## src/rtl/gray_pkg.sv

```systemverilog
// Shared state encodings and code helpers for the Gray sequence generator.
// Helpers work on a MAX_W-bit container; callers size-cast to their own WIDTH.
package gray_pkg;

    localparam logic [1:0] ST_IDLE = 2'd0;
    localparam logic [1:0] ST_RUN  = 2'd1;
    localparam logic [1:0] ST_DONE = 2'd2;

    localparam int MAX_W = 32;

    function automatic logic [MAX_W-1:0] bin2gray(input logic [MAX_W-1:0] b);
        return b ^ (b >> 1);
    endfunction

    // Terminal code is all-ones (of width w) when counting up, zero when counting down.
    function automatic logic is_terminal(input logic [MAX_W-1:0] cnt,
                                         input logic             up_dn,
                                         input int unsigned      w);
        logic [MAX_W-1:0] ones;
        ones = '1;
        ones = ones >> (MAX_W - w);
        return up_dn ? (cnt == ones) : (cnt == '0);
    endfunction

endpackage

```

## src/rtl/gray_seq_gen.sv

```systemverilog
// Valid/ready Gray code source: up/down, loadable, wrap or stop-at-terminal,
// with a binary shadow of every code for checking a downstream converter.
module gray_seq_gen
    import gray_pkg::*;
#(
    parameter int WIDTH = 4,
    parameter bit WRAP  = 1'b1
) (
    input  logic             clk,
    input  logic             rst_n,
    input  logic             start,
    input  logic             stop,
    input  logic             up_dn,
    input  logic             load,
    input  logic [WIDTH-1:0] load_val,
    output logic [WIDTH-1:0] g_out,
    output logic             g_valid,
    input  logic             g_ready,
    output logic [WIDTH-1:0] bin_shadow,
    output logic             tc,
    output logic             busy
);

    logic [1:0]       state, state_nxt;
    logic [WIDTH-1:0] cnt, cnt_nxt, cnt_step;
    logic             stop_pend, stop_pend_nxt;
    logic             tc_nxt;
    logic             xfer;
    logic             term;

    assign xfer     = g_valid & g_ready;
    assign term     = is_terminal(MAX_W'(cnt), up_dn, WIDTH);
    assign cnt_step = up_dn ? cnt + WIDTH'(1) : cnt - WIDTH'(1);

    always_comb begin
        state_nxt     = state;
        cnt_nxt       = cnt;
        stop_pend_nxt = stop_pend;
        tc_nxt        = 1'b0;
        case (state)
            ST_IDLE, ST_DONE: begin
                stop_pend_nxt = 1'b0;
                // load beats the DONE restart value when both arrive together
                if (load)
                    cnt_nxt = load_val;
                else if (state == ST_DONE && start)
                    cnt_nxt = up_dn ? '0 : '1;
                if (start)
                    state_nxt = ST_RUN;
            end
            ST_RUN: begin
                if (stop)
                    stop_pend_nxt = 1'b1;
                if (xfer) begin
                    tc_nxt = term;
                    if (stop_pend) begin
                        state_nxt     = ST_IDLE;
                        cnt_nxt       = cnt_step;
                        stop_pend_nxt = 1'b0;
                    end else if (term && !WRAP) begin
                        // hold the terminal value so DONE reports where we stopped
                        state_nxt     = ST_DONE;
                        stop_pend_nxt = 1'b0;
                    end else begin
                        cnt_nxt = cnt_step;
                    end
                end
            end
            default: begin
                state_nxt     = ST_IDLE;
                stop_pend_nxt = 1'b0;
            end
        endcase
    end

    always_ff @(posedge clk or negedge rst_n) begin
        if (!rst_n) begin
            state     <= ST_IDLE;
            cnt       <= '0;
            stop_pend <= 1'b0;
            g_out     <= '0;
            g_valid   <= 1'b0;
            tc        <= 1'b0;
        end else begin
            state     <= state_nxt;
            cnt       <= cnt_nxt;
            stop_pend <= stop_pend_nxt;
            g_out     <= WIDTH'(bin2gray(MAX_W'(cnt_nxt)));
            g_valid   <= (state_nxt == ST_RUN);
            tc        <= tc_nxt;
        end
    end

    assign bin_shadow = cnt;
    assign busy       = (state != ST_IDLE);

endmodule

```

## config.mk

```make
export PLATFORM = sky130hd
export DESIGN_NAME = gray_seq_gen
export DESIGN_NICKNAME = d
export VERILOG_FILES = /design/src/rtl/gray_pkg.sv /design/src/rtl/gray_seq_gen.sv
export SDC_FILE = /design/constraint.sdc
export NUM_CORES = 1
export LEC_CHECK = 0
export ABC_AREA = 1
export CAP_MARGIN = 20
export CORE_UTILIZATION = 50
export CTS_BUF_LIST = sky130_fd_sc_hd__clkbuf_2
export DETAILED_ROUTE_END_ITERATION = 16
export DONT_BUFFER_PORTS = 1
export GPL_TIMING_DRIVEN = 0
export SLEW_MARGIN = 5
export SYNTH_ARGS = -nofsm -noshare
export SYNTH_HDL_FRONTEND = slang
export SYNTH_SLANG_ARGS = --single-unit
export TNS_END_PERCENT = 20
```

## constraint.sdc

```tcl
create_clock -name clk -period 1.6 [get_ports clk]
set_input_delay 0.16 -clock clk [delete_from_list [all_inputs] [get_ports clk]]
set_output_delay 0.16 -clock clk [all_outputs]
set_load 0.005 [all_outputs]
```

==> out/results.txt <==
dominant synthesized flop cell -> dfrtp_1
Synth Warn # -> 0
hold slack final -> 14.2 ps
PwrDens -> 2010 nW/um^2
delay-heaviest family, CP -> simple AND/OR/NAND/NOR gates
unrepaired setup endpoints after global routing -> yes
Final Hold Viols -> 0
finished layout cell area -> 918 sq um
post-place setup slack -> -116 ps
CP Data Arrival Time -> 1740 ps
DR WL/cell -> 12.7 um
Cell Area, Placed -> 841 sq um
Crit path required time -> 1800 ps
WP buf/inv -> 0
most frequent cell after synthesis -> nand2_1
Worst-Skew Late Latency -> 290 ps
RePlAce Congestion -> 0.764
gr usage total -> 21.7%
Clock Sinks -> 12
Slew @ Worst Pin -> 551 ps
number of buffers created by CTS -> 3
relative slew slack -> 63.1%
synth top area cells -> dfrtp_1, nand2_1, nor2_1
hold path depth -> 2
I/O Buffers -> 0
# DRC -> 0
P&R area growth vs syn -> 11.9%
WP depth -> 8
Crit-path slowest cell -> dfrtp_2
fill cell count -> 156
Root Driver -> clkbuf_2
first-pass GRT wire length -> 2.86 mm
element type at the critical path end -> flip-flop
Syn Area/Cell -> 7.82 sq um
depth of the worst register-to-register path -> 8
DRT Pass-1 Iters -> 4
Final Cycle Share -> 96.4%
skew final -> 9.03 ps
Mapped Area -> 821 sq um
DIE HEIGHT -> 42.5 um
Slew Limit Fails -> 0
asr flop ratio synth -> 100%
Hold Path Class -> primary input to flip-flop
Synth area leader -> dfrtp_1
commonest cells in the netlist -> nand2_1, dfrtp_1, nor2_1
most frequent CP cell -> nand2_1
busiest layer in global routing -> met2
vias in the first global route -> 650
syn_nets -> 119
outcome -> complete, no violations
GR Util met2 -> 35.7%
Cells after Synth -> 105
CP max FO -> 6
crit path cell chain -> ha_1 -> or2_1 -> nand2_1 -> nand2_1 -> nand3_1 -> nand3_2 -> nand2_1 -> nand2_1
min cycle time layout -> 1540 ps
Post-synth EDFFs -> 0
register area share after synthesis -> 36.6%
via/cell ratio -> 5.28
#FFs+latches synth -> 12
routed via count -> 681
layout cells sized above 1 -> 34.5%
GR Overflow Total -> 0
met1 usage -> 26.6%
largest net degree at the start of global routing -> 13
nets@finish -> 128
Max Freq -> 649 MHz
Post-DRT Antenna Nets -> 0
antenna violations before repair -> 0
# rows -> 14
# diodes -> 0
CTS tree -> yes
setup ws final -> 58.3 ps
die area -> 1810 sq um
Max-cap violations -> 0
H-tree lvl count -> 1
post-layout total power -> 1850 uW
Netlist cell types -> 24
CP startpoint kind -> flip-flop
GR met3 Demand/Resource -> 3.88%
core footprint -> 1520 sq um
Routed WL -> 1.64 mm
Detail Placement HPWL -> 1.23 mm
Clock transition at path regs -> 130 ps
Iteration-0 DRC Markers -> 7
worst setup path category -> flip-flop to flip-flop
top-area cell type share of the netlist area -> 36.6%
Pleak -> 0.000477 uW
initial core utilization -> 53.9%
area occupied by multi-input gates -> 455 sq um
peak supply drop -> 0.000962 V
Finish-stage setup viols -> 0
Top Ports -> 22
die width -> 42.5 um
Seq. cell area -> 304 sq um
Post-Route Utilization -> 60.3%
CP max stage delay -> 480 ps
clock tree buffer depth -> 2
power breakdown:
part	total [uW]	leakage, uW	switching, uW	internal [uW]
Combinational	1080	0.000321	628	451
Clock	165	0.0000140	111	54.2
Sequential	605	0.000142	159	446
kinds of logic (layout without fill, tap and decap cells):
logic type | Yosys count | in the layout | share of synthesized area (%)
flip-flops | 12 | 12 | 36.6
AND/OR/NAND/NOR | 66 | 66 | 41.8
adder cells (fa/ha/maj) | 3 | 3 | 5.49
XOR/XNOR | 1 | 1 | 1.07
buffers and inverters | 17 | 25 | 9.76
AO/OA/AOI/OAI | 6 | 6 | 5.34
cell type report:
cell class | count | share of cell area, %
repair buffers | 4 | 4.09
multi-input cells | 76 | 49.6
well taps | 16 | 2.18
inverters | 15 | 6.95
flip-flops and latches | 12 | 33.1
clock buffers | 3 | 1.63
plain buffers | 2 | 2.04
clock inverters | 1 | 0.409
layer usage:
metal / part of all wire (%) / vias up / wire [um]
met5: 0 / - / 0
met4: 2.3 / 0 / 38
met3: 4.7 / 5 / 77
met2: 52 / 17 / 853
met1: 41 / 314 / 673
li1: - / 345 / -
through the flow:
stage | instances | setup TNS (ps)
2_1_floorplan | 105 | 0
3_3_place_gp | 121 | -151
3_5_place_dp | 121 | -294
4_1_cts | 127 | 0
5_1_grt | 129 | -76.1
6_report | 129 | 0
sequential cells by signal (all words and copies together) (netlist names):
| signal | flops |
|---|---|
| tc | 1 |
| bin_shadow | 4 |
| state | 2 |
| g_valid | 1 |
| stop_pend | 1 |
| g_out | 3 |
what timing repair did:
action,CTS,global route
endpoints found under the setup margin,3,3
resized for setup,4,6
pin swaps,0,2
hold buffers,2,1
setup buffers,0,1
hold endpoints to repair,13,1
layout by cell type, fill, tap and decap left out:
cell type | Yosys | final
nand2_1 | 31 | 29
nor2_1 | 11 | 11
dfrtp_1 | 12 | 9
nand3_1 | 8 | 8
inv_2 | 6 | 7
nand2_2 | 5 | 7
inv_1 | 7 | 5
inv_4 | 2 | 3
nand3_2 | 3 | 3
nand2_4 | 3 | 3
dfrtp_2 | 0 | 3
clkbuf_2 | 0 | 3
dlygate4sd3_1 | 0 | 3
o21ai_2 | 2 | 2
a21oi_1 | 2 | 2
ha_1 | 2 | 2
buf_4 | 1 | 2
buf_6 | 1 | 1
nor2_8 | 1 | 1
nand4_2 | 1 | 1
or2_1 | 1 | 1
nor3_1 | 1 | 1
a31o_2 | 1 | 1
xnor2_2 | 0 | 1
nor4_1 | 1 | 1
o21a_1 | 1 | 1
fa_2 | 0 | 1
clkinv_1 | 0 | 1
worst paths after layout:
path	startpoint	end	slack [ps]
hold / removal	stop	stop_pend	10
max in group asynchronous	rst_n	bin_shadow[1]	920
setup reg to reg	bin_shadow[2]	g_out[2]	60
hold reg to reg	stop_pend	stop_pend	520
setup / recovery	bin_shadow[2]	g_out[2]	60
min in group asynchronous	rst_n	bin_shadow[3]	280
(Power assumes the default switching activity.)
